--- config.mk ---
export PLATFORM = sky130hd
export DESIGN_NAME = rf_dump_tx
export DESIGN_NICKNAME = d
export VERILOG_FILES = /design/src/rtl/rf_dump_tx.sv
export SDC_FILE = /design/constraint.sdc
export NUM_CORES = 1
export LEC_CHECK = 0
export BUFFER_PORTS_ARGS = -buffer_cell sky130_fd_sc_hd__buf_2
export CAP_MARGIN = 20
export CORE_MARGIN = 2
export CORE_UTILIZATION = 40
export DETAILED_ROUTE_END_ITERATION = 7
export GPL_TIMING_DRIVEN = 1
export PLACE_DENSITY = 0.68
export SLEW_MARGIN = 25
export SYNTH_ARGS = -nofsm -noshare
export SYNTH_HDL_FRONTEND = slang
export SYNTH_SLANG_ARGS = --single-unit
--- constraint.sdc ---
create_clock -name clk -period 2.2 [get_ports clk]
set_input_delay 0.11 -clock clk [delete_from_list [all_inputs] [get_ports clk]]
set_output_delay 0.11 -clock clk [all_outputs]
set_load 0.02 [all_outputs]
--- src/rtl/rf_dump_tx.sv ---
// rtl/rf_dump_tx.sv - register-file dump engine emitting ASCII hex lines on a byte stream
`timescale 1ns/1ps
module rf_dump_tx #(
    parameter int NREGS    = 32,
    parameter int ADDR_W   = 5,
    parameter int PER_LINE = 8
) (
    input  logic              clk,
    input  logic              rst_n,
    input  logic              start,
    input  logic              abort,
    output logic [ADDR_W-1:0] rd_addr,
    input  logic [31:0]       rd_data,
    output logic [7:0]        tx_data,
    output logic              tx_valid,
    input  logic              tx_ready,
    output logic              busy,
    output logic              done
);

    typedef enum logic [2:0] {IDLE, FETCH, HEX, SEP, LF, DONE} state_t;

    localparam logic [ADDR_W-1:0] LAST_IDX = ADDR_W'(NREGS - 1);

    state_t            state_q, state_d;
    logic [ADDR_W-1:0] idx_q, idx_d;
    logic [ADDR_W-1:0] addr_q, addr_d;
    logic [2:0]        nib_q, nib_d;
    logic [31:0]       shift_q, shift_d;
    logic              last_col;

    function automatic logic [7:0] hex_ascii(input logic [3:0] n);
        return (n < 4'd10) ? (8'h30 + {4'h0, n}) : (8'h37 + {4'h0, n});
    endfunction

    assign last_col = ((int'(idx_q) % PER_LINE) == (PER_LINE - 1));

    always_ff @(posedge clk or negedge rst_n) begin
        if (!rst_n) begin
            state_q <= IDLE;
            idx_q   <= '0;
            addr_q  <= '0;
            nib_q   <= '0;
            shift_q <= '0;
        end else begin
            state_q <= state_d;
            idx_q   <= idx_d;
            addr_q  <= addr_d;
            nib_q   <= nib_d;
            shift_q <= shift_d;
        end
    end

    // Stream outputs are decoded from state so reset clears them without waiting for a clock.
    always_comb begin
        state_d  = state_q;
        idx_d    = idx_q;
        addr_d   = addr_q;
        nib_d    = nib_q;
        shift_d  = shift_q;
        rd_addr  = addr_q;
        tx_valid = 1'b0;
        tx_data  = 8'h00;
        busy     = (state_q != IDLE) && (state_q != DONE);
        done     = (state_q == DONE);

        case (state_q)
            IDLE: begin
                if (start && !abort) begin
                    state_d = FETCH;
                    idx_d   = '0;
                end
            end
            FETCH: begin
                rd_addr = idx_q;
                addr_d  = idx_q;
                shift_d = rd_data;
                nib_d   = '0;
                state_d = HEX;
            end
            HEX: begin
                tx_valid = 1'b1;
                tx_data  = hex_ascii(shift_q[31:28]);
                if (tx_ready) begin
                    shift_d = {shift_q[27:0], 4'h0};
                    nib_d   = nib_q + 3'd1;
                    if (nib_q == 3'd7) begin
                        state_d = SEP;
                    end
                end
            end
            SEP: begin
                tx_valid = 1'b1;
                tx_data  = last_col ? 8'h0D : 8'h20;
                if (tx_ready) begin
                    if (last_col) begin
                        state_d = LF;
                    end else begin
                        idx_d   = idx_q + 1'b1;
                        state_d = FETCH;
                    end
                end
            end
            LF: begin
                tx_valid = 1'b1;
                tx_data  = 8'h0A;
                if (tx_ready) begin
                    if (idx_q == LAST_IDX) begin
                        state_d = DONE;
                    end else begin
                        idx_d   = idx_q + 1'b1;
                        state_d = FETCH;
                    end
                end
            end
            DONE: state_d = IDLE;
            default: state_d = IDLE;
        endcase

        if (abort) begin
            state_d = IDLE;
        end
    end

endmodule
# After elaboration in Yosys (flattened, before gate mapping)
# Cells that the tools add are included.
[totals] regBits=48 latchBits=0 ramBits=0 rom_bits=0 input_bits=37 output_inout_bits=16 elab_cells=65 mem_count=0
[op_classes] n_addsub=4 n_mul=0 div_mod_pow=0 order_cmp=1 eq_ne=20 shifts=0 muxes=24 bitwise=0 reduce_logical=11
[op_table] op="one-hot mux 32 bit (2 select lines)" count=1
[op_table] op="2-to-1 mux 32 bit" count=1
[op_table] op="2-to-1 mux 5 bit" count=6
[op_table] op="2-to-1 mux 3 bit" count=9
[op_table] op="one-hot mux 7 bit (3 select lines)" count=1
[op_table] op="!= test 3 bit, second input constant" count=6
[op_table] op="one-hot mux 3 bit (5 select lines)" count=1
[op_table] op="one-hot mux 5 bit (3 select lines)" count=1
[op_table] op="adder 6 x 4 -> 7 bit, first input constant" count=2
[op_table] op="!= test 2 bit, second input constant" count=6
[op_table] op="== test 3 bit, second input constant" count=3
[op_table] op="2-to-1 mux 7 bit" count=1
[op_table] op="== test 3 x 1 -> 1 bit, second input constant" count=2
[op_table] op="== test 3 x 2 -> 1 bit, second input constant" count=2
[op_table] op="2-to-1 mux 6 bit" count=1
[op_table] op="one-hot mux 3 bit (2 select lines)" count=1
[op_table] op="AND reduction 6 bit" count=1
[op_table] op="nonzero test 3 bit" count=2
[op_table] op="adder 5 x 1 -> 5 bit, second input constant" count=1
[op_table] op="== test 5 bit, second input constant" count=1
[op_table] op="AND reduction 5 bit" count=1
[op_table] op="< comparator 4 bit, second input constant" count=1
[op_table] op="adder 3 x 1 -> 3 bit, second input constant" count=1
[op_table] op="logical NOT 3 bit" count=1
[op_table] op="6 further kinds" count=7

# Logic depth before layout (Yosys ltp)
# Gate-level depths: netlist (run 1).
[depth] ltp_word=5 depth_mapped=7 depth_no_buf=7

# Worst setup path before layout (run 1)
# OpenSTA, ideal clock, no wires.
[synth_path] kind="register -> register" from="register idx_q[0]" to="register idx_q[3]" setup_time_ps=124 t_arrival_ps=1831 t_required_ps=2076 path_slack_ps=245 path_stages_with_launch=8 path_buffers=0 period_less_slack_ps=1955 cell_sequence="dfrtp_1 > ha_1 > and3_1 > ha_1 > nand2b_1 > and3_1 > a211o_1 > a211o_1"
[synth_via] elab_chain_len=4 word_cells_on_any_way=11 classes_between="1 x add/sub; 4 x eq/ne; 5 x mux; 1 x reduce/logical"
[synth_lines] element="from (decl)" line_no="26" source="logic [ADDR_W-1:0] idx_q, idx_d;"
[synth_lines] element="from (signal assigned)" line_no="47" source="idx_q <= idx_d;"
[synth_lines] element="adder 5 x 1 -> 5 bit" line_no="99, 111"
[synth_lines] element="2-to-1 mux 5 bit, on equally long branches" line_no="108, 96"
[synth_lines] element="2-to-1 mux 5 bit, on equally long branches" line_no="107, 95"
[synth_lines] element="one-hot mux 5 bit (3 select lines)" line_no="67" source="case (state_q)"
# Several ways; a longest one is shown, not always the timed one. The select of a mux whose other input is x is not followed.
# A chain may end at the register's enable or synchronous reset.

# Final worst setup path (run 1)
# Same ends and word-level chain as after synthesis.

==> results of run 1 <==
## final cells by class
| cell class | count | area [sq um] | share of cell area (%) |
|---|---|---|---|
| Clock buffer | 5 | 68.8 | 2.30 |
| Clock inverter | 3 | 46.3 | 1.54 |
| Inverter | 4 | 15.0 | 0.501 |
| Multi-Input combinational cell | 181 | 1210 | 40.4 |
| Sequential cell | 48 | 1200 | 40.1 |
| Tap cell | 75 | 93.8 | 3.13 |
| Timing Repair Buffer | 60 | 363 | 12.1 |
## flip-flops by register name, indices dropped and copies added (netlist names)
| register | count |
|---|---|
| shift_q | 32 |
| nib_q | 3 |
| state_q | 3 |
| addr_q | 5 |
| idx_q | 5 |
## per-layer routing
layer  part of all wire [%]  vias to the layer above  track usage, %  routed length (um)
li1                       -                      984               -                   -
met1                     49                      899            18.6                2380
met2                     46                       31            24.3                2250
met3                    3.4                        6            3.68                 164
met4                    1.8                        0            5.37                  89
met5                      0                        -               0                   0
## how the worst min path moves through the flow
stage / startpoint / slack (ps) / end / cells past startpoint
global placement: rst_n / 120 / shift_q[7] / 2
CTS: abort / 10 / state_q[1] / 2
global route: rd_data[0] / 10 / shift_q[0] / 2
floorplan: rst_n / -190 / addr_q[0] / 0
detailed placement: rst_n / 110 / shift_q[11] / 2
finish: abort / 20 / state_q[1] / 2
## timing repair
action / in CTS / in global routing
hold buffers: 1 / 0
endpoints found under the hold margin: 48 / 0
setup buffers: 0 / 0
## synth_stat cells (4+ instances only)
master,count,share of area (%)
sky130_fd_sc_hd__dfrtp_1,48,48
sky130_fd_sc_hd__nor2_1,7,1.1
sky130_fd_sc_hd__mux2_2,6,2.7
sky130_fd_sc_hd__mux2i_1,28,11
sky130_fd_sc_hd__ha_1,6,3.0
sky130_fd_sc_hd__nand2b_1,6,1.5
sky130_fd_sc_hd__o21ai_0,35,7.0
sky130_fd_sc_hd__inv_1,4,0.60
sky130_fd_sc_hd__a21oi_1,10,2.0
sky130_fd_sc_hd__buf_2,9,1.8
sky130_fd_sc_hd__a22o_1,9,3.2
sky130_fd_sc_hd__clkbuf_1,6,0.90
sky130_fd_sc_hd__nand2_1,37,5.6
sky130_fd_sc_hd__nand3b_1,4,1.2
sky130_fd_sc_hd__and3_1,5,1.3
## cell families after synthesis
group | after synthesis
AND/OR/NAND/NOR | 76
XOR/XNOR | 2
adder cells (fa/ha/maj) | 6
other | 1
flip-flops | 48
multiplexers | 34
AO/OA/AOI/OAI | 62
buffers and inverters | 21
## where the power goes
part	total [mW]	internal (mW)	switching [mW]	leakage, nW
combinational	0.976	0.445	0.531	0.769
clock	0.655	0.343	0.313	0.0548
sequential	1.44	1.21	0.226	0.616
total	3.07	2.00	1.07	1.44
## per-stage QoR
step	util, %	cell area, sq um	power [mW]
after global routing	50.0	3000	3.32
final	50.0	3000	3.07
after CTS	50.0	3000	3.11
after detailed placement	48.0	2870	2.45
after global placement	48.0	2870	2.40
after floorplan	-	2500	2.14
## worst register-to-register path: cells and delay by family, from the launching register on
family	cells	cell delay (ps)
simple gates	3	500
fa+ha+maj	2	400
flops	1	420
compound gates	2	650
==> impl_metrics.xml, run 1 <==
<?xml version="1.0" encoding="UTF-8"?>
<metrics>
  <group name="status">
    <metric name="outcome" unit="">finished clean</metric>
  </group>
  <group name="clock_tree">
    <metric name="clock_tree.root_cell" unit="">sky130_fd_sc_hd__clkbuf_8</metric>
    <metric name="tritoncts.num_buffers" unit="">5</metric>
    <metric name="cts_max_path_buffers" unit="">2</metric>
    <metric name="post_cts.resized_instances" unit="">0</metric>
    <metric name="clkSlewWorstSetupHoldPaths" unit="ps">100</metric>
    <metric name="htree_num_levels" unit="">2</metric>
    <metric name="tritoncts" unit="">done</metric>
    <metric name="clk_latency" unit="ps">300</metric>
    <metric name="clock_sink_count" unit="">48</metric>
  </group>
  <group name="critical_path">
    <metric name="worstPathRequired" unit="ps">2400</metric>
    <metric name="worstSetupPathType" unit="">flop to flop</metric>
    <metric name="kind_of_start_point_of_the_critical_path" unit="">flop</metric>
    <metric name="critical_path_sink" unit="">idx_q[3]</metric>
    <metric name="timing.critical_path.to_type" unit="">flop</metric>
    <metric name="critical-path-slowest-cell" unit="">sky130_fd_sc_hd__dfrtp_1</metric>
    <metric name="worst_r2r_endpoint" unit="">idx_q[3]</metric>
    <metric name="cp.depth" unit="">7</metric>
    <metric name="crit_path_max_fanout" unit="">5</metric>
    <metric name="data_arrival_time_of_the_critical_path" unit="ps">2270</metric>
    <metric name="worst_setup_path_startpoint" unit="">idx_q[0]</metric>
    <metric name="rr_worst_depth" unit="">7</metric>
    <metric name="critical_path.reg2reg.startpoint" unit="">idx_q[0]</metric>
    <metric name="timing.critical_path.cells" unit="">ha_1 -&gt; and3_1 -&gt; ha_1 -&gt; nand2b_1 -&gt; and3_1 -&gt; a211o_1 -&gt; a211o_1</metric>
    <metric name="worst_path_bufs_invs" unit="">0</metric>
    <metric name="worst_path_dominant_cell_family" unit="">compound AO/OA/AOI/OAI gates</metric>
    <metric name="critical-path-max-stage-delay" unit="ps">420</metric>
    <metric name="worst-r2r-setup-slack" unit="ps">130</metric>
  </group>
  <group name="yosys">
    <metric name="yosys-mux-area-fraction" unit="%">13.9</metric>
    <metric name="share_of_synthesized_cell_area_in_and_or_nand_and_nor_gates" unit="%">15.1</metric>
    <metric name="synth-seq-cells" unit="">48</metric>
    <metric name="synth-xor-area-share" unit="%">0.702</metric>
    <metric name="yosys_most_used_dff" unit="">sky130_fd_sc_hd__dfrtp_1</metric>
    <metric name="yosys.area_share.adder" unit="%">3.01</metric>
    <metric name="yosysWarnings" unit="">0</metric>
    <metric name="synth.cell_area" unit="sq um">2500</metric>
    <metric name="synth-seq-area-share" unit="%">48.1</metric>
    <metric name="largest_family_of_logic_cells_by_synthesized_area" unit="">simple AND/OR/NAND/NOR gates</metric>
    <metric name="synth_compound_area_share" unit="%">14.9</metric>
    <metric name="async_flop_share" unit="%">100</metric>
    <metric name="synthesis.instances" unit="">250</metric>
    <metric name="number_of_flops_mapped_to_enable_cells_by_yosys" unit="">0</metric>
    <metric name="synth.net_count" unit="">293</metric>
    <metric name="synth_area_per_cell" unit="sq um">9.98</metric>
    <metric name="synth_cell_types" unit="">34</metric>
  </group>
  <group name="placed_design">
    <metric name="placement.io_buffers" unit="">51</metric>
    <metric name="pre_cts_ws" unit="ps">127</metric>
    <metric name="routabilityCongestion" unit="">0.842</metric>
    <metric name="dp_hpwl" unit="um">3450</metric>
    <metric name="place.detailed.instances" unit="">367</metric>
  </group>
  <group name="routing">
    <metric name="detail_route.drc_violations" unit="">0</metric>
    <metric name="drt_iter0_markers" unit="">104</metric>
    <metric name="dr.pass1.iters" unit="">3</metric>
    <metric name="vias" unit="">1920</metric>
    <metric name="postRouteAntennaNets" unit="">0</metric>
    <metric name="vias_per_cell" unit="">5.11</metric>
    <metric name="routed_wire_length_per_instance" unit="um">13.0</metric>
    <metric name="route.final.wire_length" unit="um">4880</metric>
  </group>
  <group name="floorplan">
    <metric name="fp.coreArea" unit="sq um">5990</metric>
    <metric name="initial_core_utilization" unit="%">41.7</metric>
    <metric name="floorplan.die_area" unit="sq um">6890</metric>
    <metric name="floorplan.rows" unit="">28</metric>
    <metric name="die_height" unit="um">83.0</metric>
    <metric name="chip_width" unit="um">83.0</metric>
    <metric name="top_level_ports" unit="">53</metric>
  </group>
  <group name="cells_and_area">
    <metric name="post_route_cells_drive_above_1_share" unit="%">25.9</metric>
    <metric name="layout_common_cells" unit="">sky130_fd_sc_hd__buf_2, sky130_fd_sc_hd__dfrtp_1, sky130_fd_sc_hd__nand2_1, sky130_fd_sc_hd__o21ai_0, sky130_fd_sc_hd__mux2i_1</metric>
    <metric name="finalNetCount" unit="">343</metric>
    <metric name="num_antenna_cells" unit="">0</metric>
    <metric name="finish.cell_count_without_fillers" unit="">376</metric>
    <metric name="final_common_cell" unit="">sky130_fd_sc_hd__buf_2</metric>
    <metric name="area_delta_synth_final" unit="%">20.1</metric>
    <metric name="fillers" unit="">569</metric>
  </group>
  <group name="grt">
    <metric name="sum_of_overflow_across_all_layers_after_global_routing" unit="">0</metric>
    <metric name="gr_util_all_layers" unit="%">14.7</metric>
    <metric name="grt_pass1_wl" unit="um">8320</metric>
    <metric name="grt_max_degree" unit="">62</metric>
    <metric name="number_of_global_route_vias_before_repair" unit="">1845</metric>
    <metric name="antenna_violations_before_repair" unit="">0</metric>
  </group>
  <group name="sta">
    <metric name="hold_ws" unit="ps">19.7</metric>
    <metric name="postLayoutSetupSlackWorst" unit="ps">126</metric>
    <metric name="setup-violations-final" unit="">0</metric>
    <metric name="slew_violations" unit="">0</metric>
    <metric name="rsz0062_at_grt" unit="">false</metric>
    <metric name="timing.final.crit_share" unit="%">94.3</metric>
    <metric name="period_needed" unit="ps">2070</metric>
    <metric name="maxClockFrequency" unit="GHz">0.482</metric>
    <metric name="hold_violations" unit="">0</metric>
    <metric name="final.setup.tns" unit="ps">0</metric>
    <metric name="fin_worst_skew" unit="ps">10.9</metric>
  </group>
  <group name="pwr">
    <metric name="vdd_drop_max" unit="mV">0.474</metric>
    <metric name="power_leakage" unit="nW">1.44</metric>
    <metric name="cellPowerDensity" unit="nW/um^2">1020</metric>
  </group>
  <group name="job">
    <metric name="max_cap_violations" unit="">0</metric>
  </group>
  <group name="worst_hold_path">
    <metric name="worst_hold_path_type" unit="">input pin to flop</metric>
  </group>
</metrics>
Note: power is estimated with default switching activity, not from simulation.
==> run 2, diff against run 1 <==
ABC_AREA = 1   (was default)
PLACE_DENSITY = 0.67   (was 0.68)
==> impl_metrics.xml, run 2 <==
<?xml version="1.0" encoding="UTF-8"?>
<metrics>
  <group name="grt">
    <metric name="antenna_violations_before_repair" unit="">0</metric>
    <metric name="sum_of_overflow_across_all_layers_after_global_routing" unit="">0</metric>
    <metric name="gr_util_all_layers" unit="%">15.7</metric>
    <metric name="grt_max_degree" unit="">49</metric>
    <metric name="number_of_global_route_vias_before_repair" unit="">2091</metric>
    <metric name="grt_pass1_wl" unit="um">9160</metric>
  </group>
  <group name="pwr">
    <metric name="cellPowerDensity" unit="nW/um^2">1210</metric>
    <metric name="power_leakage" unit="nW">1.65</metric>
    <metric name="vdd_drop_max" unit="mV">0.489</metric>
  </group>
  <group name="routing">
    <metric name="vias_per_cell" unit="">4.88</metric>
    <metric name="vias" unit="">2328</metric>
    <metric name="dr.pass1.iters" unit="">4</metric>
    <metric name="route.final.wire_length" unit="um">5300</metric>
    <metric name="postRouteAntennaNets" unit="">0</metric>
    <metric name="routed_wire_length_per_instance" unit="um">11.1</metric>
    <metric name="detail_route.drc_violations" unit="">0</metric>
    <metric name="drt_iter0_markers" unit="">126</metric>
  </group>
  <group name="sta">
    <metric name="rsz0062_at_grt" unit="">false</metric>
    <metric name="slew_violations" unit="">0</metric>
    <metric name="relSlewSlack" unit="%">60.3</metric>
    <metric name="maxClockFrequency" unit="GHz">0.514</metric>
    <metric name="setup-violations-final" unit="">0</metric>
    <metric name="fin_worst_skew" unit="ps">2.91</metric>
    <metric name="hold_violations" unit="">0</metric>
    <metric name="period_needed" unit="ps">1950</metric>
    <metric name="timing.final.crit_share" unit="%">88.5</metric>
    <metric name="final.setup.tns" unit="ps">0</metric>
    <metric name="worst_slew_pin_slew" unit="ps">596</metric>
  </group>
  <group name="cells_and_area">
    <metric name="post_route_cells_drive_above_1_share" unit="%">19.3</metric>
    <metric name="final_common_cell" unit="">sky130_fd_sc_hd__nand2_1</metric>
    <metric name="num_antenna_cells" unit="">0</metric>
    <metric name="finalNetCount" unit="">442</metric>
    <metric name="fillers" unit="">643</metric>
    <metric name="register_with_the_most_flip_flops" unit="">shift_q</metric>
    <metric name="area_delta_synth_final" unit="%">16.2</metric>
    <metric name="postLayoutCellArea" unit="sq um">3000</metric>
    <metric name="largest_register_ffs" unit="">32</metric>
    <metric name="layout_common_cells" unit="">sky130_fd_sc_hd__nand2_1, sky130_fd_sc_hd__o21ai_0, sky130_fd_sc_hd__buf_2, sky130_fd_sc_hd__dfrtp_1, sky130_fd_sc_hd__inv_1</metric>
    <metric name="biggestRegsByFlops" unit="">shift_q x32, addr_q x5, idx_q x5</metric>
    <metric name="final_core_util" unit="%">47.8</metric>
  </group>
  <group name="yosys">
    <metric name="synthesis.instances" unit="">349</metric>
    <metric name="async_flop_share" unit="%">100</metric>
    <metric name="synth.cell_area" unit="sq um">2580</metric>
    <metric name="yosysWarnings" unit="">0</metric>
    <metric name="yosys_most_used_dff" unit="">sky130_fd_sc_hd__dfrtp_1</metric>
    <metric name="synthDominantCellAreaShare" unit="%">46.6</metric>
    <metric name="top_cells_by_count_synth" unit="">sky130_fd_sc_hd__nand2_1, sky130_fd_sc_hd__o21ai_0, sky130_fd_sc_hd__dfrtp_1</metric>
    <metric name="synth.most_common_cell" unit="">sky130_fd_sc_hd__nand2_1</metric>
    <metric name="synth_area_per_cell" unit="sq um">7.39</metric>
    <metric name="synth-seq-area-share" unit="%">46.6</metric>
    <metric name="synth.net_count" unit="">392</metric>
    <metric name="ys_top_cells_by_area" unit="">sky130_fd_sc_hd__dfrtp_1, sky130_fd_sc_hd__nand2_1, sky130_fd_sc_hd__o21ai_0</metric>
    <metric name="synth_cell_types" unit="">23</metric>
    <metric name="synth_top_cell_by_area" unit="">sky130_fd_sc_hd__dfrtp_1</metric>
    <metric name="number_of_flops_mapped_to_enable_cells_by_yosys" unit="">0</metric>
    <metric name="synth-seq-cells" unit="">48</metric>
  </group>
  <group name="job">
    <metric name="max_cap_violations" unit="">0</metric>
  </group>
  <group name="clock_tree">
    <metric name="post_cts_setup_buffer_count" unit="">0</metric>
    <metric name="hold_buffers" unit="">1</metric>
    <metric name="clock_tree.root_cell" unit="">sky130_fd_sc_hd__clkbuf_8</metric>
    <metric name="tritoncts" unit="">done</metric>
    <metric name="cts_max_path_buffers" unit="">2</metric>
    <metric name="tritoncts.num_buffers" unit="">5</metric>
    <metric name="clkSlewWorstSetupHoldPaths" unit="ps">90</metric>
    <metric name="post_cts.resized_instances" unit="">0</metric>
    <metric name="htree_num_levels" unit="">2</metric>
    <metric name="clock_sink_count" unit="">48</metric>
    <metric name="clk_latency" unit="ps">300</metric>
  </group>
  <group name="critical_path">
    <metric name="worstSetupPathType" unit="">flop to output port</metric>
    <metric name="worstPathRequired" unit="ps">2090</metric>
    <metric name="data_arrival_time_of_the_critical_path" unit="ps">1840</metric>
    <metric name="timing.critical_path.to_type" unit="">output port</metric>
    <metric name="crit_path_max_fanout" unit="">11</metric>
    <metric name="kind_of_start_point_of_the_critical_path" unit="">flop</metric>
  </group>
  <group name="floorplan">
    <metric name="chip_width" unit="um">84.3</metric>
    <metric name="floorplan.die_area" unit="sq um">7110</metric>
    <metric name="fp.coreArea" unit="sq um">6280</metric>
    <metric name="die_height" unit="um">84.3</metric>
    <metric name="top_level_ports" unit="">53</metric>
    <metric name="initial_core_utilization" unit="%">41.1</metric>
    <metric name="floorplan.rows" unit="">29</metric>
  </group>
  <group name="placed_design">
    <metric name="dp_hpwl" unit="um">3810</metric>
    <metric name="routabilityCongestion" unit="">0.814</metric>
    <metric name="detailed_place.area" unit="sq um">2900</metric>
    <metric name="placement.io_buffers" unit="">51</metric>
  </group>
  <group name="worst_hold_path">
    <metric name="worst_hold_path_type" unit="">input pin to flop</metric>
  </group>
  <group name="status">
    <metric name="outcome" unit="">finished clean</metric>
  </group>
</metrics>
[run 2: changes by cell type in the layout (fill, tap and decap cells not counted), moves of 7 or more]
cell	previous run	this run
sky130_fd_sc_hd__o21ai_0	35	59
sky130_fd_sc_hd__nor2_1	7	14
sky130_fd_sc_hd__nand2_1	37	111
sky130_fd_sc_hd__o21ai_1	1	11
sky130_fd_sc_hd__a22o_1	9	0
sky130_fd_sc_hd__nand3_1	3	20
sky130_fd_sc_hd__mux2i_1	28	0
sky130_fd_sc_hd__a21oi_1	9	2
sky130_fd_sc_hd__inv_1	4	45
[run 2: cell families after synthesis]
group | after synthesis | share of synthesized area [%]
simple gates | 158 | 25.6
compound gates | 73 | 14.3
flops | 48 | 46.6
buf+inv | 63 | 10.5
other cells | 1 | 0.145
fa+ha+maj | 6 | 2.91
[run 2: per-stage QoR]
stage          worst slack, ps  std cells  power (mW)  hold WS [ps]
6_report                   254        477        3.62          15.3
5_1_grt                   22.0        477        4.00          22.0
4_1_cts                    222        477        3.66          5.97
3_5_place_dp               454        468        3.11           247
3_3_place_gp               541        468        3.06           245
2_1_floorplan              657        349        2.70          -186
[run 2: final cells by class]
| type | count | area, sq um | share of cell area, % |
|---|---|---|---|
| flip-flops and latches | 48 | 1200 | 40.1 |
| multi-input cells | 238 | 1110 | 36.9 |
| repair buffers | 57 | 315 | 10.5 |
| inverters | 49 | 186 | 6.22 |
| well taps | 77 | 96.3 | 3.21 |
| clock buffers | 5 | 68.8 | 2.30 |
| clock inverters | 3 | 22.5 | 0.751 |
[run 2: path summary, 6_finish.rpt]
path	start	cells past startpoint	end	slack [ps]
setup / recovery	state_q[2]	6	rd_addr[1]	250
hold / removal	rd_data[0]	3	shift_q[0]	20
setup reg to reg	state_q[2]	6	shift_q[29]	470
hold reg to reg	addr_q[4]	2	addr_q[4]	470
max in group asynchronous	rst_n	3	nib_q[0]	1370
min in group asynchronous	rst_n	3	shift_q[6]	430
[run 2: worst max-delay path, stage by stage, from the launching register on]
cell	delay [ps]
sky130_fd_sc_hd__dfrtp_1	440
sky130_fd_sc_hd__inv_2	170
sky130_fd_sc_hd__nand3_1	330
sky130_fd_sc_hd__inv_1	280
sky130_fd_sc_hd__nand2_1	70
sky130_fd_sc_hd__nand2_1	80
sky130_fd_sc_hd__buf_2	160
[run 2: report_power, final]
part	switching (mW)	total (mW)	internal [mW]
registers	0.147	1.38	1.23
logic	1.14	1.70	0.562
clock network	0.308	0.536	0.228
total	1.60	3.62	2.02
[run 2: per-layer routing]
metal	routed length, um	global-route usage, %	vias up
li1	-	-	1201
met1	2490	20.7	1066
met2	2540	26.2	55
met3	204	2.85	6
met4	68	4.99	0
met5	0	0	-
==> run 3, diff against run 2 <==
--- a/config.mk
+++ b/config.mk
@@ -13,4 +13,5 @@
 export DETAILED_ROUTE_END_ITERATION = 7
 export GPL_TIMING_DRIVEN = 1
+export HOLD_SLACK_MARGIN = 0.15
 export PLACE_DENSITY = 0.67
 export SLEW_MARGIN = 25
==> constraint.sdc (replaced) <==
create_clock -name clk -period 2.2 [get_ports clk]
set_input_delay 0 -clock clk [delete_from_list [all_inputs] [get_ports clk]]
set_output_delay 0 -clock clk [all_outputs]
set_load 0.02 [all_outputs]
==> impl_metrics.xml, run 3 (synthesis gave the netlist of run 2 again) <==
<?xml version="1.0" encoding="UTF-8"?>
<metrics>
  <group name="sta">
    <metric name="setup-violations-final" unit="">0</metric>
    <metric name="final.setup.tns" unit="ps">0</metric>
    <metric name="worst_slew_pin_slew" unit="ps">685</metric>
    <metric name="fin_worst_skew" unit="ps">6.59</metric>
    <metric name="rsz0062_at_grt" unit="">false</metric>
    <metric name="maxClockFrequency" unit="GHz">0.586</metric>
    <metric name="hold_violations" unit="">0</metric>
    <metric name="postLayoutSetupSlackWorst" unit="ps">494</metric>
    <metric name="timing.final.crit_share" unit="%">77.5</metric>
    <metric name="slew_violations" unit="">0</metric>
    <metric name="period_needed" unit="ps">1710</metric>
    <metric name="relSlewSlack" unit="%">54.3</metric>
  </group>
  <group name="routing">
    <metric name="drt_iter0_markers" unit="">133</metric>
    <metric name="vias_per_cell" unit="">4.79</metric>
    <metric name="routed_wire_length_per_instance" unit="um">11.4</metric>
    <metric name="vias" unit="">2463</metric>
    <metric name="detail_route.drc_violations" unit="">0</metric>
    <metric name="postRouteAntennaNets" unit="">0</metric>
    <metric name="route.final.wire_length" unit="um">5840</metric>
    <metric name="dr.pass1.iters" unit="">5</metric>
  </group>
  <group name="grt">
    <metric name="grt_pass1_wl" unit="um">10500</metric>
    <metric name="gr_util_all_layers" unit="%">17.9</metric>
    <metric name="sum_of_overflow_across_all_layers_after_global_routing" unit="">0</metric>
    <metric name="number_of_global_route_vias_before_repair" unit="">2451</metric>
    <metric name="antenna_violations_before_repair" unit="">0</metric>
    <metric name="grt_max_degree" unit="">61</metric>
  </group>
  <group name="pwr">
    <metric name="net-switching-power" unit="mW">1.62</metric>
    <metric name="power_frac_seq" unit="%">37.2</metric>
    <metric name="netSwitchingFraction" unit="%">43.5</metric>
    <metric name="cellPowerDensity" unit="nW/um^2">1110</metric>
    <metric name="clock_power_share" unit="%">14.7</metric>
    <metric name="vdd_drop_max" unit="mV">1.00</metric>
    <metric name="power_frac_comb" unit="%">48.1</metric>
    <metric name="cellInternalPower" unit="mW">2.11</metric>
    <metric name="power_leakage" unit="nW">1.81</metric>
  </group>
  <group name="floorplan">
    <metric name="chip_width" unit="um">84.3</metric>
    <metric name="floorplan.die_area" unit="sq um">7110</metric>
    <metric name="die_height" unit="um">84.3</metric>
    <metric name="top_level_ports" unit="">53</metric>
    <metric name="initial_core_utilization" unit="%">41.1</metric>
    <metric name="floorplan.rows" unit="">29</metric>
    <metric name="fp.coreArea" unit="sq um">6280</metric>
  </group>
  <group name="cells_and_area">
    <metric name="area_delta_synth_final" unit="%">30.6</metric>
    <metric name="final_common_cell" unit="">sky130_fd_sc_hd__nand2_1</metric>
    <metric name="layout_common_cells" unit="">sky130_fd_sc_hd__nand2_1, sky130_fd_sc_hd__o21ai_0, sky130_fd_sc_hd__buf_2, sky130_fd_sc_hd__dfrtp_1, sky130_fd_sc_hd__inv_1</metric>
    <metric name="post_route_cells_drive_above_1_share" unit="%">18.1</metric>
    <metric name="finish.cell_count_without_fillers" unit="">514</metric>
    <metric name="register_with_the_most_flip_flops" unit="">shift_q</metric>
    <metric name="biggestRegsByFlops" unit="">shift_q x32, addr_q x5, idx_q x5</metric>
    <metric name="multiInputGateArea" unit="sq um">1110</metric>
    <metric name="largest_register_ffs" unit="">32</metric>
    <metric name="fillers" unit="">627</metric>
    <metric name="reg_area" unit="sq um">1200</metric>
    <metric name="num_antenna_cells" unit="">0</metric>
    <metric name="finalNetCount" unit="">479</metric>
  </group>
  <group name="placed_design">
    <metric name="place.detailed.instances" unit="">470</metric>
    <metric name="dp_hpwl" unit="um">4060</metric>
    <metric name="routabilityCongestion" unit="">0.874</metric>
    <metric name="pre_cts_ws" unit="ps">626</metric>
    <metric name="placement.io_buffers" unit="">51</metric>
  </group>
  <group name="clock_tree">
    <metric name="clk_latency" unit="ps">290</metric>
    <metric name="cts_max_path_buffers" unit="">2</metric>
    <metric name="htree_num_levels" unit="">2</metric>
    <metric name="post_cts.resized_instances" unit="">0</metric>
    <metric name="post_cts_setup_buffer_count" unit="">0</metric>
    <metric name="tritoncts" unit="">done</metric>
    <metric name="clock_tree.root_cell" unit="">sky130_fd_sc_hd__clkbuf_8</metric>
    <metric name="clock_sink_count" unit="">48</metric>
    <metric name="clkSlewWorstSetupHoldPaths" unit="ps">90</metric>
    <metric name="tritoncts.num_buffers" unit="">5</metric>
  </group>
  <group name="critical_path">
    <metric name="critical-path-slowest-cell" unit="">sky130_fd_sc_hd__dfrtp_1</metric>
    <metric name="crit_path_max_fanout" unit="">10</metric>
    <metric name="kind_of_start_point_of_the_critical_path" unit="">flop</metric>
    <metric name="critical-path-max-stage-delay" unit="ps">460</metric>
    <metric name="timing.critical_path.to_type" unit="">output port</metric>
    <metric name="worst_path_dominant_cell_family" unit="">flip-flops</metric>
    <metric name="timing.critical_path.cells" unit="">inv_2 -&gt; nor2_4 -&gt; nand2_2 -&gt; inv_4 -&gt; o21ai_0 -&gt; o21ai_0 -&gt; buf_2</metric>
    <metric name="critical-path-top-cell-by-count" unit="">sky130_fd_sc_hd__o21ai_0</metric>
    <metric name="worstPathRequired" unit="ps">2200</metric>
    <metric name="data_arrival_time_of_the_critical_path" unit="ps">1710</metric>
    <metric name="worstSetupPathType" unit="">flop to output port</metric>
    <metric name="worst_path_bufs_invs" unit="">3</metric>
  </group>
  <group name="job">
    <metric name="max_cap_violations" unit="">0</metric>
  </group>
  <group name="worst_hold_path">
    <metric name="worst_hold_path_type" unit="">input pin to asynchronous set/reset pin</metric>
  </group>
  <group name="status">
    <metric name="outcome" unit="">finished clean</metric>
  </group>
</metrics>
[run 3: cell types whose count changed in the layout (fill, tap and decap cells not counted), sizes merged]
cell and delta:
dlygate4sd3 +35, clkbuf +1, clkinv -1, buf +2
[run 3: worst register-to-register path: cells and delay by family (launching register included)]
| family | cells | cell delay, ps |
|---|---|---|
| adder cells (fa/ha/maj) | 2 | 400 |
| buffers and inverters | 1 | 90 |
| AND/OR/NAND/NOR | 7 | 540 |
| flip-flops | 1 | 440 |
[run 3: routing by layer]
layer  track usage (%)  up-vias  share of wire (%)
li1                  -     1275                  -
met1              23.5     1129                 47
met2              31.2       55                 49
met3              1.97        4                3.5
met4              5.28        0                1.0
met5                 0        -                  0
[run 3: repair_timing]
item                                   in CTS  in global routing
setup endpoints to repair                   0                  0
hold buffers                               36                  0
endpoints found under the hold margin      67                  0
[run 3: layout make-up]
class,count,area share [%]
Clock buffer,6,2.45
Clock inverter,2,0.409
Inverter,49,5.53
Multi-Input combinational cell,238,32.9
Sequential cell,48,35.7
Tap cell,77,2.86
Timing Repair Buffer,94,20.2
[run 3: final timing paths]
kind,slack [ps],from,cells after the start,end
min in group clk,440,rd_data[1],4,shift_q[1]
worst max-delay path,490,state_q[1],7,tx_data[0]
max in group asynchronous,1300,rst_n,3,nib_q[1]
worst min-delay path,270,rst_n,2,shift_q[6]
worst max register to register,620,idx_q[0],10,idx_q[0]
worst min register to register,480,addr_q[4],2,addr_q[4]
[run 3: through the flow]
step | utilization (%) | cell area [sq um] | hold slack [ps] | total power [mW]
floorplan | - | 2580 | -296 | 2.70
global placement | 46.4 | 2910 | 81.4 | 3.11
detailed placement | 46.4 | 2910 | 81.8 | 3.16
CTS | 53.7 | 3370 | 286 | 3.77
global route | 53.7 | 3370 | 314 | 4.13
finish | 53.7 | 3370 | 273 | 3.73
[run 3: power groups by stage]
| stage | Clock, mW | Sequential (mW) | Combinational (mW) |
|---|---|---|---|
| 2_1_floorplan | 0 | 1.36 | 1.34 |
| 3_3_place_gp | 0 | 1.39 | 1.73 |
| 3_5_place_dp | 0 | 1.40 | 1.75 |
| 4_1_cts | 0.578 | 1.38 | 1.81 |
| 5_1_grt | 0.613 | 1.42 | 2.09 |
| 6_report | 0.549 | 1.39 | 1.79 |
